File: src/rtl/left_normalizer49_if.sv
// Operand/result bundle for the post-add left normalizer.
// The master drives operands; the slave (the normalizer) returns normalized results.
interface left_normalizer49_if #(
    parameter int MANT_W = 24,
    parameter int EXP_W  = 8
);
    logic                valid_in;
    logic [2*MANT_W:0]   in_data;
    logic [EXP_W-1:0]    in_exp;
    logic                valid_out;
    logic [MANT_W-1:0]   out_mant;
    logic [EXP_W-1:0]    out_exp;
    logic                out_zero;
    logic                out_ovf;
    logic                out_unf;

    modport master (
        output valid_in, in_data, in_exp,
        input  valid_out, out_mant, out_exp, out_zero, out_ovf, out_unf
    );

    modport slave (
        input  valid_in, in_data, in_exp,
        output valid_out, out_mant, out_exp, out_zero, out_ovf, out_unf
    );
endinterface

File: src/rtl/left_normalizer49.sv
// Post-add normalizer: leading-one detect in stage 1, shift and exponent
// adjust in stage 2. One operand per cycle, no backpressure.
module left_normalizer49 #(
    parameter int MANT_W  = 24,
    parameter int EXP_W   = 8,
    parameter int EXP_MAX = 255
) (
    input  logic               clk,
    input  logic               rstn,
    left_normalizer49_if.slave bus
);
    localparam int FW  = 2 * MANT_W;
    localparam int LZW = $clog2(FW);

    logic [1:0]        vld_q;

    // Stage 1 state
    logic              s1_carry_q, s1_carry_d;
    logic              s1_zero_q,  s1_zero_d;
    logic [LZW-1:0]    s1_lz_q,    s1_lz_d;
    logic [FW-1:0]     s1_data_q;
    logic [EXP_W-1:0]  s1_exp_q;

    // Stage 2 (output) state
    logic [MANT_W-1:0] mant_q, mant_d;
    logic [EXP_W-1:0]  oexp_q, oexp_d;
    logic              zero_q, zero_d;
    logic              ovf_q,  ovf_d;
    logic              unf_q,  unf_d;

    logic [EXP_W:0]    exp_inc, exp_sub, lz_ext;
    logic [FW-1:0]     shifted;
    logic              found;

    // Leading-zero count over the aligned field; value is irrelevant when the
    // field is all zero or the carry is set.
    always_comb begin
        s1_carry_d = bus.in_data[FW];
        s1_zero_d  = (bus.in_data == '0);
        s1_lz_d    = '0;
        found      = 1'b0;
        for (int i = FW - 1; i >= 0; i--) begin
            if (!found) begin
                if (bus.in_data[i]) found = 1'b1;
                else                s1_lz_d = s1_lz_d + 1'b1;
            end
        end
    end

    // 9-bit exponent math so +1 and -lz cannot wrap before the range checks.
    assign lz_ext  = {{(EXP_W + 1 - LZW){1'b0}}, s1_lz_q};
    assign exp_inc = {1'b0, s1_exp_q} + 1'b1;
    assign exp_sub = {1'b0, s1_exp_q} - lz_ext;
    assign shifted = s1_data_q << s1_lz_q;

    always_comb begin
        mant_d = '0;
        oexp_d = '0;
        zero_d = 1'b0;
        ovf_d  = 1'b0;
        unf_d  = 1'b0;
        if (s1_zero_q) begin
            zero_d = 1'b1;
        end else if (s1_carry_q) begin
            if (exp_inc >= (EXP_W + 1)'(EXP_MAX)) begin
                ovf_d  = 1'b1;
                oexp_d = EXP_W'(EXP_MAX);
            end else begin
                mant_d = {s1_carry_q, s1_data_q[FW-1:MANT_W+1]};
                oexp_d = exp_inc[EXP_W-1:0];
            end
        end else if ({1'b0, s1_exp_q} > lz_ext) begin
            mant_d = shifted[FW-1:MANT_W];
            oexp_d = exp_sub[EXP_W-1:0];
        end else begin
            unf_d  = 1'b1;
        end
    end

    always_ff @(posedge clk or negedge rstn) begin
        if (!rstn) begin
            vld_q      <= '0;
            s1_carry_q <= 1'b0;
            s1_zero_q  <= 1'b0;
            s1_lz_q    <= '0;
            s1_data_q  <= '0;
            s1_exp_q   <= '0;
            mant_q     <= '0;
            oexp_q     <= '0;
            zero_q     <= 1'b0;
            ovf_q      <= 1'b0;
            unf_q      <= 1'b0;
        end else begin
            vld_q <= {vld_q[0], bus.valid_in};
            if (bus.valid_in) begin
                s1_carry_q <= s1_carry_d;
                s1_zero_q  <= s1_zero_d;
                s1_lz_q    <= s1_lz_d;
                s1_data_q  <= bus.in_data[FW-1:0];
                s1_exp_q   <= bus.in_exp;
            end
            if (vld_q[0]) begin
                mant_q <= mant_d;
                oexp_q <= oexp_d;
                zero_q <= zero_d;
                ovf_q  <= ovf_d;
                unf_q  <= unf_d;
            end
        end
    end

    assign bus.valid_out = vld_q[1];
    assign bus.out_mant  = mant_q;
    assign bus.out_exp   = oexp_q;
    assign bus.out_zero  = zero_q;
    assign bus.out_ovf   = ovf_q;
    assign bus.out_unf   = unf_q;
endmodule

File: src/flat_wrapper.sv
// flat-port wrapper written by rule: the top's interface ports become plain ports
module left_normalizer49_flat 
#(
    parameter int MANT_W  = 24,
    parameter int EXP_W   = 8,
    parameter int EXP_MAX = 255
)
  (clk, rstn, bus_valid_in, bus_in_data, bus_in_exp, bus_valid_out, bus_out_mant, bus_out_exp, bus_out_zero, bus_out_ovf, bus_out_unf);
  left_normalizer49_if #(.MANT_W(MANT_W), .EXP_W(EXP_W)) bus_i ();
  input  logic clk;
  input  logic rstn;
  input wire logic [$bits(bus_i.valid_in)-1:0] bus_valid_in;
  input wire logic [$bits(bus_i.in_data)-1:0] bus_in_data;
  input wire logic [$bits(bus_i.in_exp)-1:0] bus_in_exp;
  output wire logic [$bits(bus_i.valid_out)-1:0] bus_valid_out;
  output wire logic [$bits(bus_i.out_mant)-1:0] bus_out_mant;
  output wire logic [$bits(bus_i.out_exp)-1:0] bus_out_exp;
  output wire logic [$bits(bus_i.out_zero)-1:0] bus_out_zero;
  output wire logic [$bits(bus_i.out_ovf)-1:0] bus_out_ovf;
  output wire logic [$bits(bus_i.out_unf)-1:0] bus_out_unf;
  assign bus_i.valid_in = bus_valid_in;
  assign bus_i.in_data = bus_in_data;
  assign bus_i.in_exp = bus_in_exp;
  assign bus_valid_out = bus_i.valid_out;
  assign bus_out_mant = bus_i.out_mant;
  assign bus_out_exp = bus_i.out_exp;
  assign bus_out_zero = bus_i.out_zero;
  assign bus_out_ovf = bus_i.out_ovf;
  assign bus_out_unf = bus_i.out_unf;
  left_normalizer49 #(.MANT_W(MANT_W), .EXP_W(EXP_W), .EXP_MAX(EXP_MAX)) u_core (.clk(clk), .rstn(rstn), .bus(bus_i));
endmodule
File: config.mk
export PLATFORM = sky130hd
export DESIGN_NAME = left_normalizer49_flat
export DESIGN_NICKNAME = d
export VERILOG_FILES = /design/src/rtl/left_normalizer49_if.sv /design/src/rtl/left_normalizer49.sv /design/src/flat_wrapper.sv
export SDC_FILE = /design/constraint.sdc
export NUM_CORES = 1
export LEC_CHECK = 0
export BUFFER_PORTS_ARGS = -buffer_cell sky130_fd_sc_hd__buf_2
export CAP_MARGIN = 20
export CELL_PAD_IN_SITES_DETAIL_PLACEMENT = 1
export CELL_PAD_IN_SITES_GLOBAL_PLACEMENT = 1
export CORE_MARGIN = 10
export CORE_UTILIZATION = 35
export DETAILED_ROUTE_END_ITERATION = 7
export PLACE_DENSITY = 0.74
export SYNTH_ARGS = -nofsm -noshare
export SYNTH_HDL_FRONTEND = slang
export SYNTH_SLANG_ARGS = --single-unit
export TNS_END_PERCENT = 30
File: constraint.sdc
create_clock -name clk -period 4.53 [get_ports clk]
set_input_delay 1.359 -clock clk [delete_from_list [all_inputs] [get_ports clk]]
set_output_delay 1.359 -clock clk [all_outputs]
set_load 0.05 [all_outputs]
# Word-level counts from Yosys, hierarchy flattened

Index checks and enable logic that the tools add are counted.

Bits in registers: 101
Bits of input ports: 60
Output and inout port bits: 36
Word-level logic and storage cells: 267

Add/sub/neg operators: 49
$lt $le $gt $ge: 2
Shifts and indexed selects: 1
Muxes and demuxes: 203
Reductions and logical operators: 1

Operators with widths:

| operator            | count |
|---|---|
| $mux 6              | 94 |
| $add 6x1->6 const B | 46 |
| $mux 1              | 101 |
| $mux 24             | 4 |
| $logic_not 49->1    | 1 |
| $shl 48x6->48       | 1 |
| $mux 8              | 4 |
| $add 8x1->9 const B | 1 |
| $ge 9x8->1 const B  | 1 |
| $gt 8x6->1          | 1 |
| $sub 8x6->8         | 1 |
| $add 1x1->2 const B | 1 |

# Depth between registers and ports, before layout

Depth after elaboration: 142
Gate-level depth with buffers: 130
Mapped depth without buffers: 130

# Least setup slack after synthesis

Ideal clock, no wire load.

Path type: input -> register
Start: input bus_in_data[44]
End: register u_core.s1_lz_q[5]
Library setup time: 0.080 ns
Arrival time: 21.834 ns
Data required time: 4.450 ns
Slack: -17.384 ns
Cell stages on the path: 122
Path buffers: 1
Cell sequence: or4_4 > clkbuf_1 > and2_1 > ha_1 > nor4_1 > nor2_1 > o21ai_0 > ha_1 > mux2i_1 > xnor2_1 > a21o_1 > ha_1 > a22o_1 > o21a_1 > nor2_1 > ha_1 > mux2i_1 > nand2_1 > [... 86 more ...] > o21ai_0 > ha_1 > mux2i_1 > o21ai_0 > ha_1 > nand2_1 > nand2_1 > ha_1 > nor2b_1 > xnor2_1 > nor2_1 > xnor2_1 > and3_1 > inv_1 > a211o_1 > o311ai_1 > xnor3_1 > mux2i_1

Word-level cells in the longest chain between the ends: 134
Elaborated cells on any way between the ends: 179
Classes of those cells: add/sub (44); mux (135)

RTL lines:

| what                   | line                    | RTL |
|---|---|---|
| start: declaration     | flat_wrapper.sv:13      | `input wire logic [$bits(bus_i.in_data)-1:0] bus_in_data;` |
| $mux 6                 | left_normalizer49.sv:44 | `if (bus.in_data[i]) found = 1'b1;` |
| $mux 6                 | left_normalizer49.sv:43 | `if (!found) begin` |
| $add 6x1->6            | left_normalizer49.sv:45 | `else s1_lz_d = s1_lz_d + 1'b1;` |
| $mux 6                 | left_normalizer49.sv:44 |  |
| $mux 6                 | left_normalizer49.sv:43 |  |
| $add 6x1->6            | left_normalizer49.sv:45 |  |
| $mux 6                 | left_normalizer49.sv:44 |  |
| $mux 6                 | left_normalizer49.sv:43 |  |
| [... 118 more ...]     | --                      |  |
| $mux 6                 | left_normalizer49.sv:44 |  |
| $mux 6                 | left_normalizer49.sv:43 |  |
| $add 6x1->6            | left_normalizer49.sv:45 |  |
| $mux 6                 | left_normalizer49.sv:44 |  |
| $mux 6                 | left_normalizer49.sv:43 |  |
| $add 6x1->6            | left_normalizer49.sv:45 |  |
| $mux 6                 | left_normalizer49.sv:44 |  |
| $mux 6 (*)             | left_normalizer49.sv:43 |  |
| end signal: assignment | left_normalizer49.sv:98 | `s1_lz_q <= s1_lz_d;` |
| end: declaration       | left_normalizer49.sv:20 | `logic [LZW-1:0] s1_lz_q, s1_lz_d;` |

Every way passes the cells marked *; elsewhere a longest branch is shown, timed or not.
A chain may end at the register's enable or synchronous reset.

# Worst setup path after layout

Start: input bus_in_data[46]
End: register u_core.s1_lz_q[5]

Word-level cells in the longest chain between the ends: 140
Elaborated cells on any way between the ends: 187
Classes of those cells: add/sub (46); mux (141)

RTL lines:

| what               | line |
|---|---|
| $mux 6             | left_normalizer49.sv:44 |
| $mux 6             | left_normalizer49.sv:43 |
| $add 6x1->6        | left_normalizer49.sv:45 |
| $mux 6             | left_normalizer49.sv:44 |
| $mux 6             | left_normalizer49.sv:43 |
| $add 6x1->6        | left_normalizer49.sv:45 |
| $mux 6             | left_normalizer49.sv:44 |
| $mux 6             | left_normalizer49.sv:43 |
| [... 124 more ...] | -- |
| $mux 6             | left_normalizer49.sv:44 |
| $mux 6             | left_normalizer49.sv:43 |
| $add 6x1->6        | left_normalizer49.sv:45 |
| $mux 6             | left_normalizer49.sv:44 |
| $mux 6             | left_normalizer49.sv:43 |
| $add 6x1->6        | left_normalizer49.sv:45 |
| $mux 6             | left_normalizer49.sv:44 |
| $mux 6 (*)         | left_normalizer49.sv:43 |

Marked as above.

==> impl_metrics.toml <==
[run_status]
result_of_the_run = "complete, but fails checks"
failed_checks = "negative setup slack"

[clocking]
clkSinkCount = 101
post_cts_clock_slew_at_the_launch_and_capture_registers_of_the_worst_setup_and_hold_paths_ps = 70
htree_num_levels = 3
tritoncts_buffer_count = 9
cts.root.buffer_cell = "sky130_fd_sc_hd__clkbuf_16"
worst_skew_pair.late_latency_ps = 360
cts_hold_buf = 0
clk_path_buf_depth = 2
cts_tree = "built"

[timing]
maxSlewViolCount = 0
worst-slew-pin-transition_ps = 938.6
fin_skew_ps = 10.04
fmaxAchievable_mhz = 46.31
finalWorstPathRequiredPeriod_ps = 21590
normalized_max_slew_margin = 0.3743
setup-violations-final = 7
setup_repair_after_global_routing_missed_its_margin = "yes"
setup_slack_ps = -17060
finalHoldViolations = 0
period_share = 4.766

[global_route]
grt_pass1_vias = 15990
grt_util_all_layers = 0.2199
grt_overflow = 0
antenna_found_initial = 0
grt_first_pass_wirelength_um = 85170
grt_start_max_net_pins = 56

[finish]
antenna_cells = 0
filler_cell_count = 4571
finish.cell_count_without_fillers = 2673
design_area_um2 = 18880
final_net_count = 2270
areaGrowthSynthToFinish_pct = 42.69
drive_gt1_frac = 0.4033

[power]
sw_frac_of_total = 0.4055
register_share_of_total_power = 0.301
power.static_leakage_nw = 8.554
clock_power_share = 0.213
power.ir.vdd_worst_mv = 0.1455
power.net_switching_w = 0.001530
cellInternalPower_w = 0.002244
power_frac_comb = 0.486
power-per-cell-area_nw_per_um2 = 199.9

[setup_path]
worst-endpoint-arrival_ps = 21860
path_common_cell = "sky130_fd_sc_hd__ha_1"
cp_data_required_time_ps = 4800
worstSetupEndpointType = "flop"
critical_path_fanouts_max = 3
worst-setup-path-type = "in -> reg"
reg2reg_launch_point = "u_core.s1_lz_q[2]"
beginning_of_the_critical_path = "bus_in_data[46]"
cp-start-kind = "input port"
longest_individual_stage_delay_on_the_worst_path_ps = 340
critical-path-slowest-cell = "sky130_fd_sc_hd__nor4_4"

[routing]
drc = 0
routed_via_density = 5.629
antenna_left = 0
drt_iter0_drc = 855
post_drt_wl_per_cell_um = 20.48
first_pass_iters = 5
wirelength_um = 54750
routed-via-count = 15050

[logic_synthesis]
post_synth_num_cell_types = 90
synth_top_cells_by_count = "167 x sky130_fd_sc_hd__nand2_1, 141 x sky130_fd_sc_hd__nor2_1, 101 x sky130_fd_sc_hd__dfrtp_1, 90 x sky130_fd_sc_hd__a21oi_1, 84 x sky130_fd_sc_hd__clkbuf_1"
synth_async_sr_flop_share = 1.000
ys_ff_latch = 101
synth_seq_area_share = 0.1910
mappedNetlistNets = 1749
yosys_warn_count = 0
synth-edff-count = 0
gate_count_of_the_mapped_netlist = 1636
synth.area.top_cells = "sky130_fd_sc_hd__dfrtp_1 19%, sky130_fd_sc_hd__mux2_2 6.3%, sky130_fd_sc_hd__mux4_2 6.3%"
yosys.area.top_type_share = 0.1910
synth_area_per_cell_um2 = 8.088
synth_area_um2 = 13230
synthDominantAreaCellType = "sky130_fd_sc_hd__dfrtp_1"
yosys_most_used_dff = "sky130_fd_sc_hd__dfrtp_1"
synthMostInstantiatedCell = "sky130_fd_sc_hd__nand2_1"

[place]
io_buffers = 95
post-dp-hpwl_um = 41980
place_area_um2 = 17570
gp_congestion = 0.9450
numPlacedInstances = 2591

[floorplanning]
die_width_um = 214.4
die_height_um = 214.4
die_area_um2 = 45980
floorplan.core_area_um2 = 37490
core.rowCount = 71
io_pins = 96
effective_utilization_at_floorplan = 0.3529

[worst_hold_path]
worstHoldPathType = "reg -> reg"
timing.hold.worst.start = "u_core.bus.out_exp[5]"

[run]
number_of_max_cap_violations = 0
[cells by family (layout without fill, tap and decap cells)]
kind of cell	count (synthesis)	count (layout)	synth area share
simple gates	598	598	0.2275
compound gates	411	411	0.2031
mux	176	176	0.1752
buf+inv	161	687	0.04586
xor+xnor	135	135	0.1058
flops	101	101	0.1910
fa+ha+maj	54	54	0.05144
[final timing paths]
path                       cells past startpoint  slack [ps]                     end
max                                          126      -17060       u_core.s1_lz_q[5]
min                                            2         490   u_core.bus.out_exp[5]
max reg2reg                                   11         850  u_core.bus.out_mant[2]
min reg2reg                                    2         490   u_core.bus.out_exp[5]
max in group asynchronous                      2        2780    u_core.s1_data_q[27]
min in group asynchronous                      1        1040   u_core.bus.out_exp[7]
[registers in the layout (all words and copies together), names as in the netlist]
name and cells:
u_core.s1_exp_q 8, u_core.bus.out_mant 24, u_core.bus.out_exp 8, u_core.bus.out_unf 1
u_core.bus.out_zero 1, u_core.bus.out_ovf 1, u_core.s1_zero_q 1, u_core.s1_lz_q 6
u_core.vld_q 2, u_core.s1_carry_q 1, u_core.s1_data_q 48
[power groups by stage]
stage / registers, W / logic [W] / clock network, W
2_1_floorplan: 0.00130 / 0.000884 / 0
3_3_place_gp: 0.00114 / 0.00162 / 0
3_5_place_dp: 0.00115 / 0.00168 / 0
4_1_cts: 0.00113 / 0.00172 / 0.000812
5_1_grt: 0.00115 / 0.00197 / 0.000851
6_report: 0.00113 / 0.00183 / 0.000805
[cell type report]
| class | count | area, um^2 | share of cell area |
|---|---|---|---|
| Tap cell | 511 | 639.4 | 0.03387 |
| Clock buffer | 11 | 242.7 | 0.01286 |
| Inverter | 68 | 255.2 | 0.01352 |
| Timing Repair Buffer | 603 | 4345 | 0.2302 |
| Clock inverter | 5 | 57.56 | 0.003049 |
| Sequential cell | 101 | 2530 | 0.1340 |
| Multi-Input combinational cell | 1374 | 10810 | 0.5725 |
[worst max-delay path, delay by kind of cell]
kind	cells	cell delay, ps
buffers and inverters	13	1500
AND/OR/NAND/NOR	35	4540
AO/OA/AOI/OAI	41	6330
XOR/XNOR	8	1270
multiplexers	9	1610
adder cells (fa/ha/maj)	20	5240
[layer usage]
layer | vias to the layer above | global-route usage | routed length [um]
met5 | - | 0 | 0
met2 | 357 | 0.3973 | 28040
met3 | 97 | 0.02186 | 2017
met4 | 0 | 0.05531 | 1421
met1 | 7522 | 0.2734 | 23270
li1 | 7070 | - | -
[what timing repair did]
item | CTS | global route
setup buffers | 35 | 32
pin swaps | 49 | 88
resized for setup | 26 | 80
setup endpoints to repair | 7 | 7
[cells in the final DEF (no fill, tap or decap), drive strengths merged, types with 51 or more instances in the layout]
cell	n
dfrtp	101
mux2i	64
buf	603
nor2	142
ha	52
inv	70
xnor2	80
a21oi	91
o21ai	84
o22ai	51
mux2	75
nand2	167
[metrics by stage]
step | power (W) | TNS (ps) | util | hold slack, ps | worst slack [ps]
finish | 0.003774 | -86680 | 0.5036 | 492.0 | -17060
global route | 0.003974 | -93410 | 0.5036 | 546.0 | -18350
CTS | 0.003669 | -82890 | 0.4871 | 493.1 | -16370
detailed placement | 0.002826 | -90820 | 0.4687 | 469.9 | -17750
global placement | 0.002752 | -83910 | 0.4687 | 472.5 | -16320
floorplan | 0.002187 | -80590 | - | 351.9 | -16120
No activity file was read; power rests on OpenSTA's default activity.
